### config.mk
export PLATFORM = sky130hd
export DESIGN_NAME = vga_box_renderer
export DESIGN_NICKNAME = d
export VERILOG_FILES = /design/src/rtl/vga_box_renderer.sv
export SDC_FILE = /design/constraint.sdc
export NUM_CORES = 1
export LEC_CHECK = 0
export ABC_CLOCK_PERIOD_IN_PS = 4059
export BUFFER_PORTS_ARGS = -buffer_cell sky130_fd_sc_hd__buf_4
export CAP_MARGIN = 10
export CORE_AREA = 2 2 81 83
export DETAILED_ROUTE_END_ITERATION = 8
export DIE_AREA = 0 0 83 85
export PLACE_DENSITY = 0.9
export SYNTH_ARGS = -nofsm -noshare
export SYNTH_HDL_FRONTEND = slang
export SYNTH_SLANG_ARGS = --single-unit
### constraint.sdc
create_clock -name clk25 -period 4.06 [get_ports clk25]
set_input_delay 0.406 -clock clk25 [delete_from_list [all_inputs] [get_ports clk25]]
set_output_delay 0.406 -clock clk25 [all_outputs]
set_load 0.01 [all_outputs]
### src/rtl/vga_box_renderer.sv
// vga_box_renderer: pixel-colour stage for a bouncing bordered rectangle.
// Registers an RGB565 colour per pixel with one cycle of latency and moves
// the rectangle by STEP pixels per axis on frame-tick driven updates,
// reflecting off the screen edges and counting wall hits.
module vga_box_renderer #(
    parameter int          H_ACTIVE     = 640,
    parameter int          V_ACTIVE     = 480,
    parameter int          BOX_W        = 32,
    parameter int          BOX_H        = 32,
    parameter int          STEP         = 2,
    parameter int          FRAME_DIV    = 1,
    parameter logic [15:0] BOX_COLOR    = 16'hF800,
    parameter logic [15:0] BORDER_COLOR = 16'hFFFF,
    parameter logic [15:0] BG_COLOR     = 16'h001F
) (
    input  logic       clk25,
    input  logic       reset,
    input  logic [9:0] pix_x,
    input  logic [9:0] pix_y,
    input  logic       pix_active,
    input  logic       frame_tick,
    input  logic       enable,
    output logic [4:0] vga_r,
    output logic [5:0] vga_g,
    output logic [4:0] vga_b,
    output logic       pix_active_q,
    output logic [9:0] box_x,
    output logic [9:0] box_y,
    output logic [7:0] bounce_count
);

    localparam int          DIV_W    = (FRAME_DIV > 1) ? $clog2(FRAME_DIV) : 1;
    localparam logic [DIV_W-1:0] DIV_LAST = DIV_W'(FRAME_DIV - 1);
    localparam logic [9:0]  X_MAX    = 10'(H_ACTIVE - BOX_W);
    localparam logic [9:0]  Y_MAX    = 10'(V_ACTIVE - BOX_H);
    localparam logic [9:0]  X_HOME   = 10'((H_ACTIVE - BOX_W) / 2);
    localparam logic [9:0]  Y_HOME   = 10'((V_ACTIVE - BOX_H) / 2);
    localparam logic [9:0]  STEP_V   = 10'(STEP);
    localparam logic [10:0] BOX_W_M1 = 11'(BOX_W - 1);
    localparam logic [10:0] BOX_H_M1 = 11'(BOX_H - 1);
    localparam logic        DIR_POS  = 1'b0;
    localparam logic        DIR_NEG  = 1'b1;

    // One axis of motion: returns {hit, next_dir, next_pos}. A forward step
    // that would reach or pass the far limit clamps to it; a backward step
    // that would reach or pass zero clamps to zero. Both reverse direction.
    function automatic logic [11:0] axis_step(input logic [9:0] pos,
                                              input logic       dir,
                                              input logic [9:0] lim);
        logic [10:0] fwd;
        logic [11:0] res;
        fwd = {1'b0, pos} + {1'b0, STEP_V};
        if (dir == DIR_POS) begin
            if (fwd >= {1'b0, lim}) begin
                res = {1'b1, DIR_NEG, lim};
            end else begin
                res = {1'b0, DIR_POS, fwd[9:0]};
            end
        end else begin
            if (pos <= STEP_V) begin
                res = {1'b1, DIR_POS, 10'd0};
            end else begin
                res = {1'b0, DIR_NEG, pos - STEP_V};
            end
        end
        return res;
    endfunction

    logic [9:0]       box_x_r, box_y_r;
    logic             dir_x_r, dir_y_r;
    logic [DIV_W-1:0] div_cnt_r;
    logic [7:0]       bounce_r;
    logic [15:0]      colour_r;
    logic             pix_active_q_r;

    logic [DIV_W-1:0] div_cnt_nxt_s;
    logic             update_s;
    logic [11:0]      step_x_s, step_y_s;
    logic [9:0]       box_x_nxt_s, box_y_nxt_s;
    logic             dir_x_nxt_s, dir_y_nxt_s;
    logic [8:0]       bounce_sum_s;
    logic [7:0]       bounce_nxt_s;
    logic [10:0]      px_s, py_s, bx_s, by_s;
    logic             inside_s, edge_s;
    logic [15:0]      colour_nxt_s;

    // Frame divider: counts enabled frame ticks and fires one update per FRAME_DIV.
    always_comb begin
        div_cnt_nxt_s = div_cnt_r;
        update_s      = 1'b0;
        if (frame_tick && enable) begin
            if (div_cnt_r == DIV_LAST) begin
                div_cnt_nxt_s = '0;
                update_s      = 1'b1;
            end else begin
                div_cnt_nxt_s = div_cnt_r + 1'b1;
                update_s      = 1'b0;
            end
        end else begin
            div_cnt_nxt_s = div_cnt_r;
            update_s      = 1'b0;
        end
    end

    // Motion next-state: per-axis step/bounce and saturating wall-hit count.
    always_comb begin
        step_x_s     = axis_step(box_x_r, dir_x_r, X_MAX);
        step_y_s     = axis_step(box_y_r, dir_y_r, Y_MAX);
        box_x_nxt_s  = box_x_r;
        box_y_nxt_s  = box_y_r;
        dir_x_nxt_s  = dir_x_r;
        dir_y_nxt_s  = dir_y_r;
        bounce_sum_s = {1'b0, bounce_r};
        bounce_nxt_s = bounce_r;
        if (update_s) begin
            box_x_nxt_s  = step_x_s[9:0];
            dir_x_nxt_s  = step_x_s[10];
            box_y_nxt_s  = step_y_s[9:0];
            dir_y_nxt_s  = step_y_s[10];
            bounce_sum_s = {1'b0, bounce_r} + {8'd0, step_x_s[11]} + {8'd0, step_y_s[11]};
            if (bounce_sum_s > 9'd255) begin
                bounce_nxt_s = 8'd255;
            end else begin
                bounce_nxt_s = bounce_sum_s[7:0];
            end
        end else begin
            bounce_nxt_s = bounce_r;
        end
    end

    // Render select: hit-test the pixel against the current (pre-update) box.
    always_comb begin
        px_s     = {1'b0, pix_x};
        py_s     = {1'b0, pix_y};
        bx_s     = {1'b0, box_x_r};
        by_s     = {1'b0, box_y_r};
        inside_s = (px_s >= bx_s) && (px_s <= bx_s + BOX_W_M1) &&
                   (py_s >= by_s) && (py_s <= by_s + BOX_H_M1);
        edge_s   = inside_s && ((px_s == bx_s) || (px_s == bx_s + BOX_W_M1) ||
                                (py_s == by_s) || (py_s == by_s + BOX_H_M1));
        if (!pix_active) begin
            colour_nxt_s = 16'h0000;
        end else if (edge_s) begin
            colour_nxt_s = BORDER_COLOR;
        end else if (inside_s) begin
            colour_nxt_s = BOX_COLOR;
        end else begin
            colour_nxt_s = BG_COLOR;
        end
    end

    // State register: motion state, divider, hit count and the colour pipeline.
    always_ff @(posedge clk25 or posedge reset) begin
        if (reset) begin
            box_x_r        <= X_HOME;
            box_y_r        <= Y_HOME;
            dir_x_r        <= DIR_POS;
            dir_y_r        <= DIR_POS;
            div_cnt_r      <= '0;
            bounce_r       <= 8'd0;
            colour_r       <= 16'h0000;
            pix_active_q_r <= 1'b0;
        end else begin
            box_x_r        <= box_x_nxt_s;
            box_y_r        <= box_y_nxt_s;
            dir_x_r        <= dir_x_nxt_s;
            dir_y_r        <= dir_y_nxt_s;
            div_cnt_r      <= div_cnt_nxt_s;
            bounce_r       <= bounce_nxt_s;
            colour_r       <= colour_nxt_s;
            pix_active_q_r <= pix_active;
        end
    end

    assign vga_r        = colour_r[15:11];
    assign vga_g        = colour_r[10:5];
    assign vga_b        = colour_r[4:0];
    assign pix_active_q = pix_active_q_r;
    assign box_x        = box_x_r;
    assign box_y        = box_y_r;
    assign bounce_count = bounce_r;

endmodule

Word level (Yosys, flattened, before mapping)
Index checks and enable logic that the tools add are counted.
{ "word_totals": {"output_inout_bits": 45, "inputBits": 25, "ff_bits": 48} }
{ "op_classes": {"add_sub_neg": 9, "n_eq_ne": 4, "n_lt_le_gt_ge": 9, "n_reduce_logical": 8, "n_mux": 13} }
{ "op_table": {"columns": ["op", "count"], "rows": [
  ["2-to-1 mux 12 bit", 6],
  ["2-to-1 mux 16 bit", 3],
  ["adder 10 x 2 -> 11 bit (second input constant)", 2],
  ["adder 10 x 5 -> 11 bit (second input constant)", 2],
  ["equality test 10 x 11 -> 1 bit", 2],
  ["<= comparator 10 x 11 -> 1 bit", 2],
  ["equality test 10 bit", 2],
  ["greater-or-equal comparator 10 bit", 2],
  ["<= comparator 10 x 2 -> 1 bit (second input constant)", 2],
  ["subtractor 10 x 2 -> 10 bit (second input constant)", 2],
  ["greater-or-equal comparator 11 x 10 -> 1 bit (second input constant)", 1],
  ["greater-or-equal comparator 11 x 9 -> 1 bit (second input constant)", 1],
  ["adder 8 x 1 -> 9 bit", 1],
  ["adder 9 x 1 -> 9 bit", 1],
  ["greater-than comparator 9 x 8 -> 1 bit (second input constant)", 1],
  ["2-to-1 mux 8 bit", 1],
  ["logical AND 1 bit", 5],
  ["logical OR 1 bit", 3],
  ["2-to-1 mux 1 bit", 3],
  ["adder 1 bit (second input constant)", 1]
]} }

Longest topological paths before layout
{ "logic_depth": {"depth_word": 8, "depth_mapped": 15, "depth_no_buf": 15} }

Worst setup path after synthesis
No wires, ideal clock.
{ "synth_path": {"path_kind": "flip-flop to flip-flop", "start": "register box_y_r[1], in the netlist box_y[1]", "end": "register bounce_r[2], in the netlist bounce_count[2]", "arrival_time_ps": 3056, "setup_ps": 132, "slack_ps": 873, "path_buffers": 0, "required_ps": 3928, "path_stages_with_launch": 14, "path_cell_list": "dfrtp_1 > ha_1 > nand4_2 > nand4b_1 > a222oi_1 > nor2b_1 > a21oi_1 > fa_1 > ha_1 > nand2_1 > nor2_1 > and2_1 > nand3_1 > o21ai_0"} }
{ "synth_between": {"elab_chain_cells": 7, "elab_cells_between_ends": 9, "classes_between": "add/sub: 2; order compare: 3; mux: 4"} }
{ "synth_rtl": {"columns": ["element", "line_no", "source"], "rows": [
  ["from (decl)", "69", "logic [9:0] box_x_r, box_y_r;"],
  ["from (signal assigned)", "165", "box_y_r <= box_y_nxt_s;"],
  ["adder 10 x 2 -> 11 bit", "52", "fwd = {1'b0, pos} + {1'b0, STEP_V};"],
  ["greater-or-equal comparator 11 x 9 -> 1 bit", "54", "if (fwd >= {1'b0, lim}) begin"],
  ["2-to-1 mux 12 bit", "54", null],
  ["2-to-1 mux 12 bit (*)", "53", "if (dir == DIR_POS) begin"],
  ["adder 9 x 1 -> 9 bit (*)", "120", "bounce_sum_s = {1'b0, bounce_r} + {8'd0, step_x_s[11]} + {8'd0, step_y_s[11]};"],
  ["greater-than comparator 9 x 8 -> 1 bit", "121", "if (bounce_sum_s > 9'd255) begin"],
  ["2-to-1 mux 8 bit (*)", "121", null],
  ["to (signal assigned)", "169", "bounce_r <= bounce_nxt_s;"],
  ["to (decl)", "72", "logic [7:0] bounce_r;"]
]} }
Every way passes the cells marked *; elsewhere a longest branch is shown, timed or not.
A chain may end at the register's enable or synchronous reset.

Final worst setup path
{ "layout_path": {"start": "register box_y_r[1], in the netlist box_y[1]", "end": "register bounce_r[1], in the netlist bounce_count[1]"} }
The elaborated chain is that of the path after synthesis.

==> impl_metrics.env <==
export IMPL_cp_arrival_ns=3.82
export IMPL_tns_ns=0
export IMPL_critPathTopFamily="simple AND/OR/NAND/NOR gates"
export IMPL_netlist_instances=428
export IMPL_clk_latency_ns=0.29
export IMPL_fin_crit_ns=3.66
export IMPL_htreeDepth=2
export IMPL_skew_ns=0.0105
export IMPL_detail_route_vias_per_cell=6.28
export IMPL_numPortBuffers=67
export IMPL_crit_type="reg2reg"
export IMPL_synthDistinctLibCells=55
export IMPL_ant_nets=0
export IMPL_grt_pass1_vias=3090
export IMPL_yosysWarnings=0
export IMPL_finalHoldViolCount=0
export IMPL_cts_inserted_buffers=5
export IMPL_dieArea_sq_um=7060
export IMPL_n_antenna_cell=0
export IMPL_post_dp_hpwl_mm=6.60
export IMPL_cts_sinks=32
export IMPL_fin_area_sq_um=3890
export IMPL_status="completed"
export IMPL_required_ns=4.22
export IMPL_drt_pass1_iter_count=5
export IMPL_via_count=3424
export IMPL_grt_max_degree=33
export IMPL_rsz0062_at_grt="false"
export IMPL_wl_mm=8.67
export IMPL_crit_path_end_kind="flop"
export IMPL_routedWlPerCell_um=15.9
export IMPL_synthArstFlopShare_pct=100
export IMPL_reg2reg_depth=13
export IMPL_r2r_end="bounce_count[1]"
export IMPL_fp_dieW_um=83
export IMPL_postPlaceCellArea_sq_um=3780
export IMPL_start_kind="flop"
export IMPL_grt_usage_pct=24.7
export IMPL_ys_ff_latch=32
export IMPL_synth_edf_count=0
export IMPL_drcViolationCount=0
export IMPL_drtIter0Drc=410
export IMPL_worst_hold_slack_ns=0.177
export IMPL_synth_area_leaders="dfrtp_1, ha_1, xnor2_1"
export IMPL_num_io_pins=70
export IMPL_clk_pin_slew_ns=0.08
export IMPL_worstPathCellList="ha_1, nand4_2, nand4b_1, a222oi_1, nor2b_1, a21oi_1, fa_1, ha_1, nand2_1, nor2_1, and2_1, nand3_1, nand3_1"
export IMPL_worst_path_largest_cell_delay_ns=0.52
export IMPL_start_util_pct=54.4
export IMPL_synth_flop_cell="dfrtp_1"
export IMPL_grt_pass1_wl_mm=14.7
export IMPL_hp_class="in2async"
export IMPL_antenna_found_initial=0
export IMPL_layout_commonest_cell="buf_4"
export IMPL_slowest_stage="dfrtp_1"
export IMPL_final_cell_mix="buf_4, ha_1, nor2_1"
export IMPL_fp_row_count=29
export IMPL_final_util_pct=62.7
export IMPL_slew_headroom_pct=30.3
export IMPL_ir_drop_v=0.000381
export IMPL_setup_violations=0
export IMPL_fin_crit_sh_pct=90.1
export IMPL_syn_avg_cell_area_sq_um=7.89
export IMPL_area_growth_pct=15.2
export IMPL_path_depth=13
export IMPL_drive_above_1_share_pct=18.4
export IMPL_overflow=0
export IMPL_crit_start="box_y[1]"
export IMPL_rr_startpoint="box_y[1]"
export IMPL_p_per_area_nw_per_um2=716
export IMPL_gp_congestion=0.945
export IMPL_pre_cts_slack_ns=0.486
export IMPL_tightestPinTransition_ns=1.04
export IMPL_seq_area_frac_synth_pct=23.9
export IMPL_fp_dieH_um=85
export IMPL_nets=538
export IMPL_netlist_area_leader_share_pct=19.3
export IMPL_cp_endpoint="bounce_count[1]"
export IMPL_clk_path_buf_depth=2
export IMPL_cts_hold_buf=0
export IMPL_cts_tree="yes"
export IMPL_leakage_nw=1.81
export IMPL_synth_cell_area_sq_um=3380
export IMPL_worstPathMaxFanout=10
export IMPL_crit_buf_inv=0
export IMPL_finalMaxSlewViolations=0
export IMPL_core_sq_um=6200
export IMPL_root_buffer="clkbuf_8"
export IMPL_worst_r2r_setup_slack_ns=0.40
export IMPL_cts_resized=0
export IMPL_max_freq_ghz=0.273
export IMPL_max_cap_violations=0
export IMPL_timing_final_ws_setup_ns=0.403
export IMPL_synth_largest_area_cell="dfrtp_1"
export IMPL_post_cts_setup_buffers=0
[cell usage after synthesis, types with 3 or more instances]
| cell | number |
|---|---|
| a211o_1 | 3 |
| a211oi_1 | 6 |
| a21o_1 | 4 |
| a21oi_1 | 28 |
| a311oi_1 | 3 |
| a31oi_1 | 9 |
| and2_1 | 3 |
| and3_1 | 9 |
| buf_2 | 6 |
| buf_4 | 16 |
| clkbuf_1 | 14 |
| dfrtp_1 | 26 |
| dfstp_2 | 6 |
| ha_1 | 45 |
| inv_1 | 22 |
| nand2_1 | 35 |
| nand2b_1 | 5 |
| nand3_1 | 22 |
| nand4_1 | 13 |
| nor2_1 | 36 |
| nor2b_1 | 6 |
| nor3_1 | 18 |
| nor4_1 | 5 |
| o211ai_1 | 3 |
| o21ai_0 | 23 |
| o22ai_1 | 4 |
| o31ai_1 | 6 |
| xnor2_1 | 19 |
[registers in the layout (all words and copies together), names as in the netlist]
register / flops
box_x: 9
box_y: 9
bounce_count: 8
colour_r: 3
dir_x_r: 1
dir_y_r: 1
pix_active_q: 1
[layout make-up]
type / instances / area (sq um)
Sequential cell: 32 / 808
Clock buffer: 5 / 68.8
Multi-Input combinational cell: 336 / 2270
Tap cell: 77 / 96.3
Timing Repair Buffer: 69 / 518
Fill cell: 551 / 2320
Clock inverter: 3 / 42.5
Inverter: 23 / 86.3
[kinds of logic (layout without fill, tap and decap cells)]
group | Yosys count | after routing | share of synthesized area, %
adder cells (fa/ha/maj) | 46 | 46 | 17.3
multiplexers | 2 | 2 | 0.593
AO/OA/AOI/OAI | 104 | 104 | 19.9
buffers and inverters | 61 | 100 | 9.00
flip-flops | 32 | 32 | 23.9
other | 1 | 2 | 0.111
XOR/XNOR | 20 | 20 | 5.19
AND/OR/NAND/NOR | 162 | 162 | 24.0
[power breakdown]
group	leakage, nW	switching, mW	internal [mW]
Sequential	0.379	0.300	0.453
Clock	0.0541	0.133	0.182
Combinational	1.37	0.959	0.758
[per-layer routing]
layer	track usage [%]	vias to the layer above	wire length (um)
met4	5.66	0	112
met1	34.6	1606	3870
met2	40.5	179	4010
li1	-	1627	-
met5	0	-	0
met3	3.89	12	676
[through the flow]
step	instances	power (mW)
final	545	2.78
after global routing	545	3.03
after CTS	545	2.76
after detailed placement	537	2.43
after global placement	537	2.36
after floorplan	429	1.94
[worst register-to-register path, cell delays in order (launching register included)]
cell      delay, ns
dfrtp_1        0.52
ha_1           0.31
nand4_2        0.19
nand4b_1       0.26
a222oi_1       0.47
nor2b_1        0.34
a21oi_1        0.10
fa_1           0.46
ha_1           0.23
nand2_1        0.09
nor2_1         0.05
and2_1         0.24
nand3_1        0.17
nand3_1        0.10
[worst min path at each step]
stage | from | end | slack, ns | cells past startpoint
finish | reset | bounce_count[4] | 0.18 | 2
global route | pix_active | pix_active_q | 0.23 | 1
CTS | reset | bounce_count[6] | 0.19 | 2
detailed placement | reset | bounce_count[6] | 0.50 | 2
global placement | reset | bounce_count[7] | 0.49 | 2
floorplan | pix_active | pix_active_q | 0.44 | 0
(Power assumes the default switching activity.)
